==> src/rtl/gray_conv_pkg.sv <==
// Shared types and constants for the Gray-code conversion arbiter.
// Holds the controller state encoding and the direction codes used by
// both the arbiter and the conversion engine.
package gray_conv_pkg;

  typedef enum logic [1:0] {
    IDLE = 2'd0,
    CONV = 2'd1,
    DONE = 2'd2
  } state_t;

  localparam logic DIR_B2G = 1'b0;
  localparam logic DIR_G2B = 1'b1;

endpackage

==> src/rtl/gray_conv_engine.sv <==
// Conversion datapath shared by both requesters.
// Binary-to-Gray finishes in a single CONV cycle; Gray-to-binary walks
// one bit per cycle from the MSB down using a bit index counter.
// The Gray-to-binary path exists only when GRAY_CONV_G2B_EN is defined;
// otherwise a Gray-to-binary request passes the operand through and
// raises o_err.
module gray_conv_engine
  import gray_conv_pkg::*;
#(
  parameter int WIDTH = 4
) (
  input  logic             clk,
  input  logic             rst_n,
  input  logic             i_load,
  input  logic             i_conv,
  input  logic             i_dir,
  input  logic [WIDTH-1:0] i_operand,
  output logic [WIDTH-1:0] o_result,
  output logic             o_last,
  output logic             o_err
);

  logic [WIDTH-1:0] r_result;
  logic [WIDTH-1:0] w_b2g;

  assign w_b2g    = i_operand ^ (i_operand >> 1);
  assign o_result = r_result;

`ifdef GRAY_CONV_G2B_EN
  localparam int IDXW = (WIDTH > 1) ? $clog2(WIDTH) : 1;

  logic [IDXW-1:0] r_idx;
  logic            w_upper;
  logic            w_g2b_bit;

  // Previously decoded (more significant) binary bit feeding the current step
  always_comb begin
    w_upper = 1'b0;
    if (r_idx != IDXW'(WIDTH - 1)) begin
      w_upper = r_result[r_idx + 1'b1];
    end
    w_g2b_bit = w_upper ^ i_operand[r_idx];
  end

  // Bit index walks from the MSB down to bit 0 while a G2B conversion runs
  always_ff @(posedge clk or negedge rst_n) begin
    if (!rst_n) begin
      r_idx <= '0;
    end else if (i_load) begin
      r_idx <= IDXW'(WIDTH - 1);
    end else if (i_conv && (i_dir == DIR_G2B) && (r_idx != '0)) begin
      r_idx <= r_idx - 1'b1;
    end
  end
`endif

  // Result register: cleared on each new operation, written during CONV
  always_ff @(posedge clk or negedge rst_n) begin
    if (!rst_n) begin
      r_result <= '0;
    end else if (i_load) begin
      r_result <= '0;
    end else if (i_conv) begin
      if (i_dir == DIR_B2G) begin
        r_result <= w_b2g;
      end else begin
`ifdef GRAY_CONV_G2B_EN
        r_result[r_idx] <= w_g2b_bit;
`else
        r_result <= i_operand;
`endif
      end
    end
  end

  // Flags the final CONV cycle and whether the request is unsupported
  always_comb begin
    o_last = 1'b1;
    o_err  = 1'b0;
`ifdef GRAY_CONV_G2B_EN
    if (i_dir == DIR_G2B) begin
      o_last = (r_idx == '0);
    end
`else
    o_err = (i_dir == DIR_G2B);
`endif
  end

endmodule

==> src/rtl/gray_conv_arbiter.sv <==
// Two-requester round-robin front end for the shared Gray-code engine.
// FSM IDLE -> CONV -> DONE; a single result is held in DONE until taken.
// Optional feature macro: GRAY_CONV_G2B_EN (enables Gray-to-binary).
module gray_conv_arbiter
  import gray_conv_pkg::*;
#(
  parameter int WIDTH = 4
) (
  input  logic               clk,
  input  logic               rst_n,
  input  logic [1:0]         req_valid,
  output logic [1:0]         req_ready,
  input  logic [1:0]         req_dir,
  input  logic [2*WIDTH-1:0] req_data,
  output logic               rsp_valid,
  input  logic               rsp_ready,
  output logic [WIDTH-1:0]   rsp_data,
  output logic               rsp_id,
  output logic               rsp_err
);

  state_t           r_state;
  state_t           w_next;
  logic             r_last_grant;
  logic             r_id;
  logic             r_dir;
  logic [WIDTH-1:0] r_operand;
  logic             w_any;
  logic             w_grant;
  logic             w_hs;
  logic             w_last;
  logic             w_err;
  logic [WIDTH-1:0] w_result;

  // Round-robin pick: a tie goes to whoever was not served last
  always_comb begin
    w_any = |req_valid;
    if (req_valid == 2'b11) begin
      w_grant = ~r_last_grant;
    end else begin
      w_grant = req_valid[1];
    end
    w_hs = (r_state == IDLE) && w_any;
  end

  // State register
  always_ff @(posedge clk or negedge rst_n) begin
    if (!rst_n) begin
      r_state <= IDLE;
    end else begin
      r_state <= w_next;
    end
  end

  // Next-state logic
  always_comb begin
    w_next = r_state;
    case (r_state)
      IDLE:    if (w_hs) w_next = CONV;
      CONV:    if (w_last) w_next = DONE;
      DONE:    if (rsp_ready) w_next = IDLE;
      default: w_next = IDLE;
    endcase
  end

  // Capture the winning request and remember who was served
  always_ff @(posedge clk or negedge rst_n) begin
    if (!rst_n) begin
      r_last_grant <= 1'b1;
      r_id         <= 1'b0;
      r_dir        <= DIR_B2G;
      r_operand    <= '0;
    end else if (w_hs) begin
      r_last_grant <= w_grant;
      r_id         <= w_grant;
      r_dir        <= req_dir[w_grant];
      r_operand    <= w_grant ? req_data[2*WIDTH-1:WIDTH] : req_data[WIDTH-1:0];
    end
  end

  gray_conv_engine #(
    .WIDTH(WIDTH)
  ) u_engine (
    .clk      (clk),
    .rst_n    (rst_n),
    .i_load   (w_hs),
    .i_conv   (r_state == CONV),
    .i_dir    (r_dir),
    .i_operand(r_operand),
    .o_result (w_result),
    .o_last   (w_last),
    .o_err    (w_err)
  );

  // Outputs: ready only while idle and out of reset, response only in DONE
  always_comb begin
    req_ready = 2'b00;
    if ((r_state == IDLE) && w_any && rst_n) begin
      req_ready[w_grant] = 1'b1;
    end
    rsp_valid = (r_state == DONE);
    rsp_data  = (r_state == DONE) ? w_result : '0;
    rsp_id    = (r_state == DONE) && r_id;
    rsp_err   = (r_state == DONE) && w_err;
  end

endmodule

==> config.mk <==
export PLATFORM = sky130hd
export DESIGN_NAME = gray_conv_arbiter
export DESIGN_NICKNAME = d
export VERILOG_FILES = /design/src/rtl/gray_conv_pkg.sv /design/src/rtl/gray_conv_engine.sv /design/src/rtl/gray_conv_arbiter.sv
export SDC_FILE = /design/constraint.sdc
export NUM_CORES = 1
export LEC_CHECK = 0
export CORE_MARGIN = 2
export CORE_UTILIZATION = 45
export CTS_CLUSTER_SIZE = 40
export DETAILED_ROUTE_END_ITERATION = 16
export PLACE_DENSITY = 0.87
export SYNTH_ARGS = -nofsm -noshare
export SYNTH_HDL_FRONTEND = slang
export SYNTH_HIERARCHICAL = 1
export SYNTH_SLANG_ARGS = --single-unit
==> constraint.sdc <==
create_clock -name clk -period 1.8 [get_ports clk]
set_input_delay 0.36 -clock clk [delete_from_list [all_inputs] [get_ports clk]]
set_output_delay 0.36 -clock clk [all_outputs]
set_load 0.005 [all_outputs]
==> metrics.md, run 1 <==
| Metric | Value |
|---|---|
| DRC | `0` |
| Row count | `15` |
| Worst clock skew | `0.000981 ns` |
| Maxcap violations | `0` |
| Iteration count of the initial detailed-routing pass | `2` |
| Total grt overflow | `0` |
| Area of the core | `1710 um2` |
| R2r setup slk | `0.27 ns` |
| Hold_ws | `0.459 ns` |
| Via density | `4.94` |
| Root buffer cell | `clkbuf_4` |
| Max clock buf depth | `2` |
| TritonCTS Buffers | `3` |
| Mapped Area | `801 um2` |
| CTS tree | `done` |
| Min-delay worst type | `in2async` |
| # fillers | `140` |
| Via count | `612` |
| Pwr dens | `1410 nW/um2` |
| Sequential-to-total area share from yosys stat | `40.8%` |
| Synth unique cells | `23` |
| Later-pin clock latency in the skew report | `0.27 ns` |
| Worst reg2reg path depth | `6` |
| Routability cong. | `0.710` |
| Max Clock Freq | `0.573 GHz` |
| Yosys warns | `6` |
| # IOs | `24` |
| Share of cells above drive strength 1 | `38.4%` |
| Clock Pin Slew Worst Setup and Hold Paths | `0.08 ns` |
| Arr. time, crit path | `1.39 ns` |
| Iteration-0 DRC Markers | `4` |
| RSZ-0062 raised after global routing | `no` |
| Startpoint Class | `flip-flop` |
| # clock sinks | `13` |
| Largest net degree at the start of global routing | `13` |
| Mapped Cells | `65` |
| CP endpoint kind | `output pin` |
| Die Area | `2130 um2` |
| WP data required | `1.44 ns` |
| Dpl hpwl | `1290 um` |
| Vias in the first global route | `620` |
| Cts hold-fix bufs | `0` |
| Critical Path Slowest Stage Cell | `dfrtp_1` |
| Peak VDD IR | `0.893 mV` |
| Slowest stage delay, CP | `0.43 ns` |
| I/O Buffers | `23` |
| First-pass GRT wire length | `2750 um` |
| Final hold vios | `0` |
| WL per Instance | `13.8 um` |
| Post-layout util | `66.0%` |
| Setup Viol. Count Final | `0` |
| N_diodes | `0` |
| Critical path class | `reg2out` |
| Final ANT Viol Nets | `0` |
| Status | `finished clean` |
| Leakage | `0.558 nW` |
| Initial antenna violation count | `0` |
| Fin. max-slew vios | `0` |
| WL final | `1710 um` |
| Crit-path max FO | `7` |
| Tmin final | `1.75 ns` |
| FF-to-FF Start | `r_state[0]` |
| Synth-to-layout area growth | `40.8%` |
| Mean cell area of the mapped netlist | `12.3 um2` |
| Fin nets | `115` |
| Initial Util | `46.9%` |
| Synthesized Nets | `80` |
| H-Tree Depth | `1` |
| Post-route clock period utilization | `97.0%` |
| Worst r2r dst | `r_id` |
| Synthesized flop and latch total | `13` |
| Die height | `46.2 um` |
| DIE WIDTH | `46.2 um` |
| Global Route Usage Sum | `18.8%` |
| Crit-path cells | `and2b_2, and2_1, dlygate4sd2_1` |
==> cell type report <==
| type | count | area (um2) | share of cell area (%) |
|---|---|---|---|
| Multi-Input combinational cell | 46 | 442 | 39.2 |
| Tap cell | 25 | 31.3 | 2.77 |
| Sequential cell | 13 | 327 | 29.0 |
| Inverter | 2 | 7.51 | 0.666 |
| Clock buffer | 4 | 26.3 | 2.33 |
| Timing Repair Buffer | 34 | 294 | 26.1 |
==> power by group <==
part	internal [mW]	total [mW]	switching, mW
combinational	0.510	0.841	0.331
clock	0.0857	0.177	0.0917
sequential	0.444	0.568	0.124
total	1.04	1.59	0.547
==> cells in the mapped netlist <==
library cell	instances	area share [%]
a2111oi_2	3	5.6
a21boi_4	1	2.3
a21o_1	1	0.94
and2_1	6	4.7
and2b_1	1	0.94
and3_1	1	0.78
and3b_1	1	1.1
and4b_1	3	3.8
buf_4	2	1.9
buf_6	2	2.8
conb_1	1	0.47
dfrtp_1	12	38
dfstp_2	1	3.3
inv_1	2	0.94
mux2_1	2	2.8
mux2_4	10	19
mux2i_1	1	1.3
nand2_1	1	0.47
nand2b_1	3	2.3
nor2_1	5	2.3
nor2b_1	4	3.1
nor3_2	1	1.3
o21ai_0	1	0.62
==> cells by family (layout without fill, tap and decap cells) <==
logic type             after synthesis  after routing  share of synthesized area [%]
and+or+nand+nor                     26             26                           20.8
muxes                               13             13                           22.8
DFF                                 13             13                           40.8
AOI/OAI and AO/OA                    6              6                           9.53
buffers and inverters                6             40                           5.62
other                                1              1                          0.468
==> worst max path at each step <==
stage / cells after the start / slack (ns) / endpoint / start
after floorplan: 3 / 0.46 / req_ready[0] / r_state[0]
after global placement: 5 / -0.28 / req_ready[1] / req_valid[0]
after detailed placement: 5 / -0.36 / req_ready[0] / req_valid[0]
after CTS: 5 / -0.04 / req_ready[0] / r_state[0]
after global routing: 4 / 0.003 / rsp_data[3] / r_state[1]
final: 3 / 0.05 / rsp_err / r_state[1]
==> placed cells by master (no fill, tap or decap), types with 2 or more instances in the layout <==
cell / instances
inv_1: 2
and2_1: 5
a2111oi_2: 3
mux2_1: 2
and4b_1: 3
nand2b_1: 3
dlygate4sd2_1: 6
mux2_4: 10
dfrtp_1: 12
buf_6: 2
clkdlybuf4s50_1: 12
nor2b_1: 3
clkbuf_4: 3
buf_4: 9
clkbuf_2: 3
nor2_1: 5
==> per-stage QoR <==
stage | total power [mW] | cell area, um2 | cells | worst slack [ns] | TNS [ns]
after floorplan | 1.13 | 801 | 65 | 0.455 | 0
after global placement | 1.30 | 1070 | 115 | -0.285 | -1.23
after detailed placement | 1.34 | 1070 | 115 | -0.363 | -1.74
after CTS | 1.57 | 1130 | 124 | -0.0427 | -0.0427
after global routing | 1.70 | 1130 | 124 | 0.00287 | 0
final | 1.59 | 1130 | 124 | 0.0534 | 0
==> per-layer routing <==
metal / routed length, um / track usage, % / vias to the layer above
met4: 12 / 8.57 / 0
met1: 680 / 22.6 / 295
met2: 934 / 32.5 / 19
met5: 0 / 0 / -
met3: 80 / 3.14 / 2
li1: - / - / 296
==> state kept, by name, indices dropped and copies added, names as in the netlist <==
register / cells
r_dir: 1
r_last_grant: 1
r_state: 2
r_operand: 4
u_engine/o_result: 4
r_id: 1
==> worst max-delay path: cells and delay by family (launching register included) <==
family,cells,cell delay [ns]
simple gates,2,0.43
buf+inv,1,0.25
flops,1,0.43
==> what timing repair did <==
item | CTS | global route
cloned | 0 | 0
pin swaps | 5 | 3
setup buffers | 5 | 0
gates resized for setup | 18 | 10
setup endpoints to repair | 9 | 7
hold endpoints to repair | 0 | 0
Note: power is estimated with default switching activity, not from simulation.
==> run 2, diff against run 1 <==
CORE_ASPECT_RATIO = 0.6   (was default)
CORE_UTILIZATION = 34   (was 45)
PLACE_DENSITY = 0.71   (was 0.87)
==> metrics.md, run 2 (synthesis gave the netlist of run 1 again) <==
| Metric | Value |
|---|---|
| Status | `finished clean` |
| Fin nets | `114 (-0.87%)` |
| Setup Viol. Count Final | `0 (unchanged)` |
| Via count | `574 (-6.2%)` |
| Later-pin clock latency in the skew report | `0.24 ns (-0.03 ns)` |
| Global Route Usage Sum | `14.0% (-4.8 points)` |
| Die height | `41.6 um (-9.9%)` |
| Critical Path Slowest Stage Cell | `dfrtp_1` |
| # fillers | `222 (+59%)` |
| Maxcap violations | `0 (unchanged)` |
| DRC | `0 (unchanged)` |
| Most frequent cells in the layout | `12 x clkdlybuf4s50_1, 12 x dfrtp_1, 10 x mux2_4, 10 x buf_4, 7 x dlygate4sd2_1` |
| First-pass GRT wire length | `2840 um (+3.5%)` |
| Peak VDD IR | `0.587 mV (-34%)` |
| Seq. cell area | `327 um2 (unchanged)` |
| WP data required | `1.44 ns (about the same)` |
| Leakage | `0.575 nW (+2.9%)` |
| TritonCTS Buffers | `3 (unchanged)` |
| Startpoint Class | `flip-flop` |
| Pwr Total | `1.65 mW (+4.2%)` |
| Iteration-0 DRC Markers | `17 (+13)` |
| Final ANT Viol Nets | `0 (unchanged)` |
| Hold_ws | `0.486 ns (+0.0267 ns)` |
| I/O Buffers | `23 (unchanged)` |
| # clock sinks | `13 (unchanged)` |
| Routability cong. | `0.757 (+6.6%)` |
| Share of cells above drive strength 1 | `33.7% (-4.7 points)` |
| Placed insts | `119 (+3.5%)` |
| Clock Pin Slew Worst Setup and Hold Paths | `0.05 ns (-0.03 ns)` |
| Largest net degree at the start of global routing | `14 (+1)` |
| N_diodes | `0 (unchanged)` |
| # IOs | `24 (unchanged)` |
| Fin. max-slew vios | `0 (unchanged)` |
| Crit-path cells | `and2b_4, buf_4, and2_1, dlygate4sd2_1` |
| Min-delay worst type | `in2async` |
| CP endpoint kind | `output pin` |
| Pwr dens | `1440 nW/um2 (+2.6%)` |
| Via density | `4.48 (-9.1%)` |
| Worst clock skew | `0.00134 ns (+0.000362 ns)` |
| Die Area | `2770 um2 (+30%)` |
| Synth-to-layout area growth | `43.0%` |
| Initial antenna violation count | `0 (unchanged)` |
| H-Tree Depth | `1 (unchanged)` |
| Final hold vios | `0 (unchanged)` |
| Crit-path max FO | `7 (unchanged)` |
| Multi-input logic area | `438 um2 (-0.85%)` |
| Root buffer cell | `clkbuf_8` |
| Post-layout util | `52.1% (-14 points)` |
| Worst slack at placement | `-0.329 ns (+0.0348 ns)` |
| Iteration count of the initial detailed-routing pass | `4 (+2)` |
| WL final | `1700 um (-0.29%)` |
| Max clock buf depth | `2 (unchanged)` |
| Fin worst setup slack | `0.0729 ns (+0.0195 ns)` |
| Tmin final | `1.73 ns (-0.0195 ns)` |
| Arr. time, crit path | `1.37 ns (-0.02 ns)` |
| Row count | `13 (-2)` |
| Dpl hpwl | `1260 um (-1.8%)` |
| CTS tree | `done` |
| Slowest stage delay, CP | `0.40 ns (-0.03 ns)` |
| Vias in the first global route | `639 (+3.1%)` |
| Placement Cell Area | `1070 um2 (-0.12%)` |
| Initial Util | `36.5% (-10 points)` |
| Fin area | `1140 um2 (+1.6%)` |
| Setup_tns | `0 ns (unchanged)` |
| Max Clock Freq | `0.579 GHz (+1.1%)` |
| Critical path class | `reg2out` |
| Total grt overflow | `0 (unchanged)` |
| Area of the core | `2200 um2 (+29%)` |
| Post-route clock period utilization | `96.0% (-1.1 points)` |
| DIE WIDTH | `66.7 um (+44%)` |
| Non-filler cells, final | `128 (+3.2%)` |
| WL per Instance | `13.3 um (-3.4%)` |
-- run 2: worst paths after layout --
kind / slack [ns] / from / end / cells past startpoint
setup / recovery: 0.07 / r_state[1] / rsp_err / 4
hold / removal: 0.49 / rst_n / r_id / 2
setup reg to reg: 0.31 / r_state[1] / r_id / 4
hold reg to reg: 0.49 / r_id / r_id / 1
max in group asynchronous: 1.08 / rst_n / r_last_grant / 2
min in group clk: 0.49 / r_id / r_id / 1
-- run 2: area by class of cell --
type,instances,share of cell area [%]
inverter,2,0.656
sequential,13,28.5
timing repair buffer,33,25.4
multi-input combinational,46,38.3
clock buffer,4,3.93
tap,30,3.28
-- run 2: what timing repair did --
| action | CTS | global route |
|---|---|---|
| endpoints found under the setup margin | 9 | 4 |
| pin swaps | 3 | 1 |
| hold endpoints to repair | 0 | 0 |
| gates resized for setup | 15 | 5 |
| setup buffers | 4 | 1 |
| hold buffers | 0 | 0 |
-- run 2: routing by layer --
layer / vias up / track usage, % / part of all wire [%]
met1: 266 / 17.3 / 48
met3: 2 / 4.88 / 6.0
met2: 18 / 22.2 / 45
met5: - / 0 / 0
met4: 0 / 6.12 / 1.2
li1: 288 / - / -
-- run 2: worst max-delay path, delay by kind of cell (launching register included) --
kind,cells,cell delay [ns]
simple gates,2,0.34
flops,1,0.40
buf+inv,2,0.38
-- run 2: power by group --
part,switching (mW),internal (mW),total [mW]
Sequential,0.124,0.446,0.569
Clock,0.0941,0.156,0.250
Combinational,0.336,0.498,0.834
Total,0.554,1.10,1.65
